**src/rtl/flash_spi_reader.sv**
```systemverilog
// SPI-NOR READ (0x03) controller serving the boot loader's word-fetch port.
// Sequential word fetches keep cs_n low and clock out only the 32 data bits.
module flash_spi_reader #(
  parameter int CLK_DIV     = 2,
  parameter int CS_IDLE_MAX = 16,
  parameter int CS_HIGH_MIN = 4
) (
  input  logic        sys_clk,
  input  logic        sys_rst,
  input  logic        flash_cycle,
  input  logic [31:0] flash_addr,
  output logic        flash_ack,
  output logic [31:0] flash_data,
  output logic        spi_sclk,
  output logic        spi_cs_n,
  output logic        spi_mosi,
  input  logic        spi_miso
);

  // state | meaning
  // IDLE  | cs_n high, no open read stream
  // GAP   | cs_n high, waiting out CS_HIGH_MIN before a fresh command
  // SHIFT | serial transfer (64 bits fresh, 32 bits continuation)
  // ACK   | flash_ack pulse, flash_data just updated
  // DROP  | waiting for the requester to release flash_cycle
  // HELD  | cs_n low, sclk low, stream parked for a sequential fetch
  localparam logic [2:0] S_IDLE  = 3'd0;
  localparam logic [2:0] S_GAP   = 3'd1;
  localparam logic [2:0] S_SHIFT = 3'd2;
  localparam logic [2:0] S_ACK   = 3'd3;
  localparam logic [2:0] S_DROP  = 3'd4;
  localparam logic [2:0] S_HELD  = 3'd5;

  localparam int DIV_W  = (CLK_DIV > 1) ? $clog2(CLK_DIV) : 1;
  localparam int IDLE_W = (CS_IDLE_MAX > 1) ? $clog2(CS_IDLE_MAX) : 1;
  localparam int GAP_W  = $clog2(CS_HIGH_MIN + 1);

  localparam logic [DIV_W-1:0]  DIV_RELOAD  = DIV_W'(CLK_DIV - 1);
  localparam logic [IDLE_W-1:0] IDLE_RELOAD = IDLE_W'(CS_IDLE_MAX - 1);
  localparam logic [GAP_W-1:0]  GAP_DONE    = GAP_W'(CS_HIGH_MIN);

  logic [2:0]        state;
  logic [DIV_W-1:0]  div_cnt;
  logic [5:0]        bit_cnt;
  logic [31:0]       cmd_sr;
  logic [31:0]       rx_sr;
  logic [21:0]       cur_word;
  logic [21:0]       next_word;
  logic              held_valid;
  logic [IDLE_W-1:0] idle_cnt;
  logic [GAP_W-1:0]  gap_cnt;

  logic [21:0] req_word;
  logic [31:0] fresh_cmd;
  logic        gap_ok;
  logic        seq_hit;
  logic        unused_addr_bits;

  assign req_word         = flash_addr[23:2];
  assign fresh_cmd        = {8'h03, req_word, 2'b00};
  assign gap_ok           = (gap_cnt == GAP_DONE);
  assign seq_hit          = held_valid && (req_word == next_word);
  assign unused_addr_bits = ^{flash_addr[31:24], flash_addr[1:0]};

  always_ff @(posedge sys_clk or posedge sys_rst) begin
    if (sys_rst) begin
      state      <= S_IDLE;
      spi_cs_n   <= 1'b1;
      spi_sclk   <= 1'b0;
      spi_mosi   <= 1'b0;
      flash_ack  <= 1'b0;
      flash_data <= '0;
      div_cnt    <= '0;
      bit_cnt    <= '0;
      cmd_sr     <= '0;
      rx_sr      <= '0;
      cur_word   <= '0;
      next_word  <= '0;
      held_valid <= 1'b0;
      idle_cnt   <= '0;
      gap_cnt    <= GAP_DONE;
    end else begin
      flash_ack <= 1'b0;
      // gap_cnt counts cycles spent with cs_n high, saturating once tSHSL is met
      if (spi_cs_n && !gap_ok)
        gap_cnt <= gap_cnt + 1'b1;

      case (state)
        S_IDLE, S_GAP: begin
          if (flash_cycle || state == S_GAP) begin
            if (gap_ok) begin
              spi_cs_n <= 1'b0;
              spi_mosi <= fresh_cmd[31];
              cmd_sr   <= fresh_cmd;
              bit_cnt  <= 6'd63;
              div_cnt  <= DIV_RELOAD;
              cur_word <= req_word;
              state    <= S_SHIFT;
            end else begin
              state <= S_GAP;
            end
          end
        end

        S_SHIFT: begin
          if (div_cnt != '0) begin
            div_cnt <= div_cnt - 1'b1;
          end else begin
            div_cnt  <= DIV_RELOAD;
            spi_sclk <= ~spi_sclk;
            if (!spi_sclk) begin
              rx_sr <= {rx_sr[30:0], spi_miso};
            end else begin
              spi_mosi <= cmd_sr[30];
              cmd_sr   <= {cmd_sr[30:0], 1'b0};
              if (bit_cnt == '0) begin
                // first byte received sits in rx_sr[31:24]; it belongs in the low lane
                flash_data <= {rx_sr[7:0], rx_sr[15:8], rx_sr[23:16], rx_sr[31:24]};
                flash_ack  <= 1'b1;
                next_word  <= cur_word + 1'b1;
                held_valid <= 1'b1;
                state      <= S_ACK;
              end else begin
                bit_cnt <= bit_cnt - 1'b1;
              end
            end
          end
        end

        S_ACK: state <= S_DROP;

        S_DROP: begin
          if (!flash_cycle) begin
            idle_cnt <= IDLE_RELOAD;
            state    <= S_HELD;
          end
        end

        S_HELD: begin
          if (flash_cycle) begin
            idle_cnt <= IDLE_RELOAD;
            if (seq_hit) begin
              spi_mosi <= 1'b0;
              cmd_sr   <= '0;
              bit_cnt  <= 6'd31;
              div_cnt  <= DIV_RELOAD;
              cur_word <= req_word;
              state    <= S_SHIFT;
            end else begin
              spi_cs_n   <= 1'b1;
              held_valid <= 1'b0;
              gap_cnt    <= GAP_W'(1);
              state      <= S_GAP;
            end
          end else if (idle_cnt == '0) begin
            spi_cs_n   <= 1'b1;
            held_valid <= 1'b0;
            gap_cnt    <= GAP_W'(1);
            state      <= S_IDLE;
          end else begin
            idle_cnt <= idle_cnt - 1'b1;
          end
        end

        default: state <= S_IDLE;
      endcase
    end
  end

endmodule

```
**config.mk**
```make
export PLATFORM = sky130hd
export DESIGN_NAME = flash_spi_reader
export DESIGN_NICKNAME = d
export VERILOG_FILES = /design/src/rtl/flash_spi_reader.sv
export SDC_FILE = /design/constraint.sdc
export NUM_CORES = 1
export LEC_CHECK = 0
export ABC_AREA = 1
export CAP_MARGIN = 10
export CORE_UTILIZATION = 40
export CTS_CLUSTER_SIZE = 10
export DETAILED_ROUTE_END_ITERATION = 10
export MAX_ROUTING_LAYER = met4
export PLACE_DENSITY = 0.65
export SLEW_MARGIN = 20
export SYNTH_ARGS = -nofsm -noshare
export SYNTH_HDL_FRONTEND = slang
export SYNTH_SLANG_ARGS = --single-unit
```
**constraint.sdc**
```tcl
create_clock -name sys_clk -period 9.6 [get_ports sys_clk]
set_input_delay 1.44 -clock sys_clk [delete_from_list [all_inputs] [get_ports sys_clk]]
set_output_delay 1.44 -clock sys_clk [all_outputs]
set_load 0.02 [all_outputs]
```
Word-level counts from Yosys, hierarchy flattened:

Index checks and enable logic that the tools add are counted.

* input bits: 36
* flip-flop bits (word level): 161
* output and inout bits: 36

* reductions and logical operators: 23
* bitwise gates (word level): 2
* multiplexer cells: 67
* eq/ne operators: 19
* $add $sub $neg: 5

Operators with widths (number)
* 31-bit two-way mux: 6
* 31-bit case mux with 3 select lines: 1
* 22-bit two-way mux: 4
* 22-bit case mux with 2 select lines: 1
* 6-bit two-way mux: 7
* 3-bit two-way mux: 12
* 1-bit two-way mux: 24
* 22-bit by 1-bit adder with 22-bit output, second input constant: 1
* 22-bit equality test: 1
* 2-bit inequality test, second input constant: 9
* 6-bit case mux with 3 select lines: 1
* 3-bit case mux with 5 select lines: 1
* 5-bit AND reduction: 3
* 4-bit two-way mux: 3
* 6-bit AND reduction: 2
* 3-bit equality test, second input constant: 3
* 3-bit inequality test, second input constant: 3
* 4-bit case mux with 2 select lines: 1
* 8-bit AND reduction: 1
* 7-bit AND reduction: 1
* 3-bit by 2-bit equality test with 1-bit output, second input constant: 2
* 6-bit logical NOT: 1
* 1-bit case mux with 3 select lines: 2
* 3-bit AND reduction: 2
* 18 further kinds: 24

Logic depth before layout (Yosys ltp):

Gate-level depths: netlist of run 1.

* word-level depth: 7
* gate-level depth with buffers: 12
* mapped depth without buffers: 12

Worst setup path before layout of run 1:

Ideal clock, no wire load.

* path kind: input port to flip-flop
* start: input flash_addr[21]
* end: register spi_mosi
* stages: 12
* slack: 6973 ps
* data required time: 9481 ps
* arrival: 2508 ps
* library setup time: 119 ps
* path through: inv_1 > nand2_1 > nand2_1 > nor2_1 > nand2_1 > nor2_1 > nand3_1 > nand2_1 > nand4_2 > buf_2 > nand2_1 > nand2_1

* longest elaborated chain between the ends: 4

RTL lines
* start, declared: line 11 `input logic [31:0] flash_addr,`
* 22-bit equality test: line 62 `assign seq_hit = held_valid && (req_word == next_word);`
* 1-bit logical AND: line 62
* 2-bit inequality test (no source line)
* 7-bit AND reduction (no source line)
* end signal, assigned: line 93 `spi_mosi <= fresh_cmd[31];`
* end signal, assigned: line 114 `spi_mosi <= cmd_sr[30];`
* end, declared: line 16 `output logic spi_mosi,`

No other way between the ends.
A chain may end at the register's enable or synchronous reset.

Worst setup path after layout of run 1:

* start: input flash_addr[21]
* end: register cmd_sr[5]

* longest elaborated chain between the ends: 4

RTL lines
* 22-bit equality test: line 62
* 1-bit logical AND: line 62
* 2-bit inequality test (no source line)
* 7-bit AND reduction (no source line)
* end signal, assigned: line 94 `cmd_sr <= fresh_cmd;`
* end signal, assigned: line 115 `cmd_sr <= {cmd_sr[30:0], 1'b0};`
* end, declared: line 45 `logic [31:0] cmd_sr;`

No other way between the ends.

==> results of run 1 <==
-- final cells by class --
| class | count | area share [%] |
|---|---|---|
| tap | 260 | 3.582 |
| multi-input combinational | 643 | 33.95 |
| sequential | 159 | 43.84 |
| inverter | 124 | 5.249 |
| timing repair buffer | 62 | 6.806 |
| clock inverter | 15 | 1.888 |
| clock buffer | 17 | 4.684 |
-- cell families (layout without fill, tap and decap cells) --
group                    Yosys count  after routing  share of synthesized area [%]
adder cells (fa/ha/maj)            6              6                         0.9685
AO/OA/AOI/OAI                    156            156                          10.43
AND/OR/NAND/NOR                  468            468                          26.75
XOR/XNOR                          13             13                          1.469
buffers and inverters            163            218                          9.023
flip-flops                       159            159                          51.36
-- sequential cells by signal, summed over array words and instances, names as in the netlist, 3 cells and up --
signal	cells
flash_data	32
rx_sr	32
cmd_sr	29
cur_word	22
next_word	22
bit_cnt	6
idle_cnt	4
gap_cnt	3
state	3
-- power breakdown --
group	leakage (nW)	internal (mW)	switching [mW]	total, mW
combinational	1.80	0.222	0.484	0.706
clock	0.288	0.371	0.317	0.688
sequential	2.09	0.823	0.138	0.961
total	4.18	1.42	0.939	2.36
-- metal layers --
layer	up-vias	wire length [µm]	share of wire, %	global-route usage (%)
met5	-	0	0	-
met4	0	227	1.3	6.121
met3	24	1198	6.7	5.197
met2	157	8114	45	30.17
met1	3012	8373	47	26.55
li1	3159	-	-	-
-- final timing paths --
kind | from | end | slack, ns | cells past startpoint
hold reg to reg | spi_cs_n | spi_cs_n | 0.48 | 2
setup / recovery | flash_addr[21] | cmd_sr[5] | 5.79 | 12
max in group asynchronous | sys_rst | bit_cnt[4] | 6.65 | 3
hold / removal | spi_cs_n | spi_cs_n | 0.48 | 2
setup reg to reg | state[2] | bit_cnt[1] | 6.56 | 10
min in group asynchronous | sys_rst | cmd_sr[14] | 1.52 | 2
-- cell usage after synthesis (2+ instances only) --
cell      count  area [µm²]
inv_4         2       12.51
buf_1         3       11.26
nand3_4       2       35.03
nor2_2        6       37.54
a31oi_1       2       12.51
dfrtp_1     157        3929
nand2_1     319        1197
o21ai_1      33       165.2
inv_1       115       431.7
buf_2        11       55.05
a21oi_1       8       40.04
buf_4         4       30.03
clkbuf_1     14       52.55
xnor2_1       6       52.55
nor2_1       45       168.9
nor2_4        3       33.78
or2_2         2       12.51
nand2_4       4       45.04
ha_1          6       75.07
buf_6         7       78.83
nand4_1      43       269.0
nand3_1      27       135.1
xor2_1        7       61.31
inv_2         6       22.52
o21ai_0     108       540.5
nor4_1        2       12.51
dfstp_2       2       52.55
nor3_1        6       30.03
nand3_2       2       20.02
-- metrics by stage --
stage,hold slack (ns),cell area (µm²)
after floorplan,0.4419,7751
after global placement,0.4576,8477
after detailed placement,0.4645,8477
after CTS,0.4843,9074
after global routing,0.4953,9081
final,0.4774,9081
-- critical path, stage by stage --
cell	delay, ns
clkdlybuf4s50_1	0.56
inv_1	0.14
nand2_1	0.08
nand2_1	0.05
nor2_1	0.09
nand2_1	0.05
nor2_1	0.22
nand3_1	0.19
nand2_1	0.21
nand4_2	0.73
nand2_1	0.27
nand2_1	0.08
==> results.json, run 1 <==
{
  "power_density_mw_per_mm2": 259.3,
  "hpwlAfterDp_um": 11370,
  "final.setup.tns_ns": 0,
  "antenna_found_initial": 0,
  "grt_usage_pct": 20.07,
  "worst-setup-path-type": "in2reg",
  "via_per_inst": 4.963,
  "ir_drop_mv": 0.1644,
  "port_buffers": 61,
  "fmax_ghz": 0.2622,
  "fillers": 1818,
  "yosys_warnings": 0,
  "layout-drive-gt1-share_pct": 6.961,
  "critPathRequiredTime_ns": 9.92,
  "die_x_um": 141.2,
  "final_common_cell": "nand2_1",
  "cts_setup_buffers": 0,
  "cts_buffers": 17,
  "regArea_mm2": 0.003981,
  "grt_start_max_net_pins": 89,
  "gp_congestion": 0.8666,
  "cts-root-buf": "clkbuf_16",
  "design.core.area_mm2": 0.01883,
  "synth-seq-cells": 159,
  "wl_um": 17910,
  "path_clk_slew_ns": 0.07,
  "fin_crit_ns": 3.814,
  "min_path_type": "reg2reg",
  "worst_pin_slew_ns": 1.056,
  "grt_pass1_vias": 6084,
  "dr.pass1.iters": 5,
  "synth.cell_area_mm2": 0.007751,
  "cellLeakagePower_nw": 4.183,
  "die_area_mm2": 0.01994,
  "power_mw": 2.355,
  "numClockSinks": 159,
  "syn_avg_cell_area_um2": 8.032,
  "finalNonFillerCells": 1280,
  "ant_nets": 0,
  "yosysSeqAreaShare_pct": 51.36,
  "rsz0062_at_grt": "false",
  "synthFlopType": "dfrtp_1",
  "dp.cells": 1248,
  "die_h_um": 141.2,
  "worst_slack_ns": 5.786,
  "crit_fanout": 30,
  "initial_utilization_pct": 41.16,
  "clockBufferDepth": 2,
  "endpoint_kind": "flip-flop",
  "relSlewSlack_pct": 29.47,
  "cts_tree": "yes",
  "cts_hold_buf": 0,
  "slew_violations": 0,
  "skew_ns": 0.01277,
  "setup_viol": 0,
  "cts_resized": 0,
  "area_growth_pct": 17.16,
  "multi_input_area_mm2": 0.003083,
  "clock_latency_ns": 0.44,
  "final_cell_mix": "nand2_1, dfrtp_1, inv_1",
  "status": "finished clean",
  "drc_errors": 0,
  "nNetsFinal": 1049,
  "wl_per_cell_um": 13.99,
  "fin_crit_sh_pct": 39.73,
  "core.rowCount": 50,
  "num_antenna_cells": 0,
  "synth_cells": 965,
  "hold_viol": 0,
  "num_vias": 6352,
  "startpoint_type": "input port",
  "h-tree-depth": 4,
  "async_reset_ff_share_pct": 100.0,
  "cp.arrival_ns": 4.14,
  "dr.first_iter.drc_count": 473,
  "post-place-ws_ns": 5.327,
  "post-route-util_pct": 48.23,
  "synth_edf_count": 0,
  "ios": 72,
  "grt_overflow": 0,
  "grt_pass1_wl_um": 30370,
  "yosys.cell_types.count": 42,
  "syn_nets": 1007,
  "drv_cap": 0
}
Power figures use the tool's default switching activity.
==> inputs of run 2 (changes only) <==
Settings changed: PLACE_DENSITY 0.65 to 0.67.
Clock period 9.6 ns to 3.5 ns, I/O delays scaled along.
==> run 2 against run 1 <==
  * Critical path depth fell by 1
  * Non-clock buffer count rose by 9
  * Setup slack got worse by 4.6 ns
  * Sequential cell count did not move
  * Clock power rose to 2.7 times the previous value
  * Via count fell by 0.39%
  * Register-to-register slack got worse by 5.3 ns
  * Sequential power rose to 2.7 times the previous value
  * Highest routed layer unchanged
  * Largest power group unchanged
  * Die area did not move
  * Total power rose to 2.8 times the previous value
  * First-iteration DRC count fell by 3.6%
==> results.json, run 2 (synthesis gave the netlist of run 1 again) <==
{
  "finalNonFillerCells": 1288,
  "grt_pass1_vias": 6040,
  "initial_utilization_pct": 41.16,
  "min_from": "rx_sr[31]",
  "endpoint_kind": "flip-flop",
  "wl_per_cell_um": 13.91,
  "crit_start": "flash_addr[21]",
  "cts_resized": 0,
  "cts_tree": "yes",
  "ant_nets": 0,
  "cts_buffers": 17,
  "port_buffers": 61,
  "gp_congestion": 0.8558,
  "regArea_mm2": 0.003981,
  "num_vias": 6327,
  "dp.cells": 1257,
  "core.rowCount": 50,
  "antenna_found_initial": 0,
  "design_area_mm2": 0.009171,
  "min_path_type": "reg2reg",
  "crit_top_cell": "nand2_1",
  "final_common_cell": "nand2_1",
  "slew_violations": 0,
  "h-tree-depth": 4,
  "cts_hold_buf": 0,
  "final.setup.tns_ns": 0,
  "path_clk_slew_ns": 0.06,
  "fmax_ghz": 0.4240,
  "fin_crit_sh_pct": 67.39,
  "grt_pass1_wl_um": 30010,
  "critPathRequiredTime_ns": 3.83,
  "cellLeakagePower_nw": 4.232,
  "postPlaceCellArea_mm2": 0.008581,
  "dr.first_iter.drc_count": 456,
  "timing.rr.end": "next_word[18]",
  "r2r_setup_slack_ns": 1.30,
  "final_cell_mix": "nand2_1, dfrtp_1, inv_1",
  "ir_drop_mv": 0.4471,
  "status": "finished clean",
  "rsz0062_at_grt": "false",
  "multi_input_area_mm2": 0.003075,
  "clock_latency_ns": 0.43,
  "cts-root-buf": "clkbuf_16",
  "slowest_stage": "clkdlybuf4s50_1",
  "hold_depth": 2,
  "numClockSinks": 159,
  "reg2reg_depth": 11,
  "crit_fanout": 44,
  "grt_start_max_net_pins": 66,
  "power_density_mw_per_mm2": 709.0,
  "min_to": "flash_data[7]",
  "die_area_mm2": 0.01994,
  "p_sw_mw": 2.495,
  "clock_power_share_pct": 28.6,
  "wl_um": 17920,
  "cp.arrival_ns": 2.69,
  "setup_viol": 0,
  "hpwlAfterDp_um": 11970,
  "area_growth_pct": 18.32,
  "top_regs": "flash_data: 32 flops, rx_sr: 32 flops, cmd_sr: 29 flops",
  "slowest_delay_ns": 0.55,
  "drc_errors": 0,
  "grt_usage_pct": 19.80,
  "die_h_um": 141.2,
  "num_antenna_cells": 0,
  "crit_path_cell_trace": "clkdlybuf4s50_1 -> inv_1 -> nand2_1 -> nand2_1 -> nor2_1 -> nand2_1 -> nor2_1 -> nand3_1 -> nand2_1 -> nand2_4 -> o21ai_0",
  "swShare_pct": 38.37,
  "drv_cap": 0,
  "design.core.area_mm2": 0.01883,
  "grt_overflow": 0,
  "power_frac_comb_pct": 30.8,
  "p_seq_share_pct": 40.6,
  "nNetsFinal": 1058,
  "hold_viol": 0,
  "die_x_um": 141.2,
  "fillers": 1825,
  "skew_ns": 0.007384,
  "clockBufferDepth": 2,
  "layout-drive-gt1-share_pct": 7.588,
  "relSlewSlack_pct": 44.06,
  "ios": 72,
  "cts_setup_buffers": 0,
  "via_per_inst": 4.912,
  "worst-setup-path-type": "in2reg",
  "fin_crit_ns": 2.358,
  "startpoint_type": "input port",
  "r2r-start": "cur_word[0]",
  "worst_pin_slew_ns": 0.8373,
  "dr.pass1.iters": 5,
  "internal_power_mw": 4.007
}
[run 2: final cells by class]
class	instances	share of cell area [%]
Sequential cell	159	43.41
Multi-Input combinational cell	643	33.53
Timing Repair Buffer	71	7.885
Inverter	124	5.184
Clock buffer	20	4.980
Tap cell	260	3.547
Clock inverter	11	1.460
[run 2: how the worst max path moves through the flow]
stage / to / slack, ns
global placement: cmd_sr[13] / 0.74
CTS: cur_word[1] / 1.15
detailed placement: cur_word[1] / 0.73
floorplan: bit_cnt[0] / 0.96
finish: cur_word[1] / 1.14
global route: cur_word[1] / 0.85
[run 2: metrics by stage]
step | hold WS (ns) | utilization (%) | power [mW] | setup WS, ns
floorplan | 0.4419 | - | 4.168 | 0.9618
global placement | 0.4575 | 45.57 | 4.586 | 0.7374
detailed placement | 0.4660 | 45.57 | 4.658 | 0.7347
CTS | 0.4791 | 48.70 | 6.531 | 1.154
global route | 0.4884 | 48.70 | 6.929 | 0.8500
finish | 0.4745 | 48.70 | 6.502 | 1.142
[run 2: power by group through the flow]
stage          Clock, mW  Sequential (mW)  Combinational (mW)
2_1_floorplan          0             2.57                1.60
3_3_place_gp           0             2.65                1.93
3_5_place_dp           0             2.65                2.00
4_1_cts             1.89             2.63                2.01
5_1_grt             1.96             2.69                2.28
6_report            1.86             2.64                2.00
[run 2: routing by layer]
layer | up-vias | GRT usage [%] | share of wire (%)
li1 | 3172 | - | -
met1 | 2984 | 25.58 | 47
met2 | 142 | 30.41 | 45
met3 | 29 | 4.755 | 5.6
met4 | 0 | 6.865 | 2.0
met5 | - | - | 0
[run 2: worst max-delay path: cells and delay by family]
family | cells | cell delay (ns)
compound gates | 1 | 0.31
simple gates | 8 | 1.20
buf+inv | 2 | 0.64
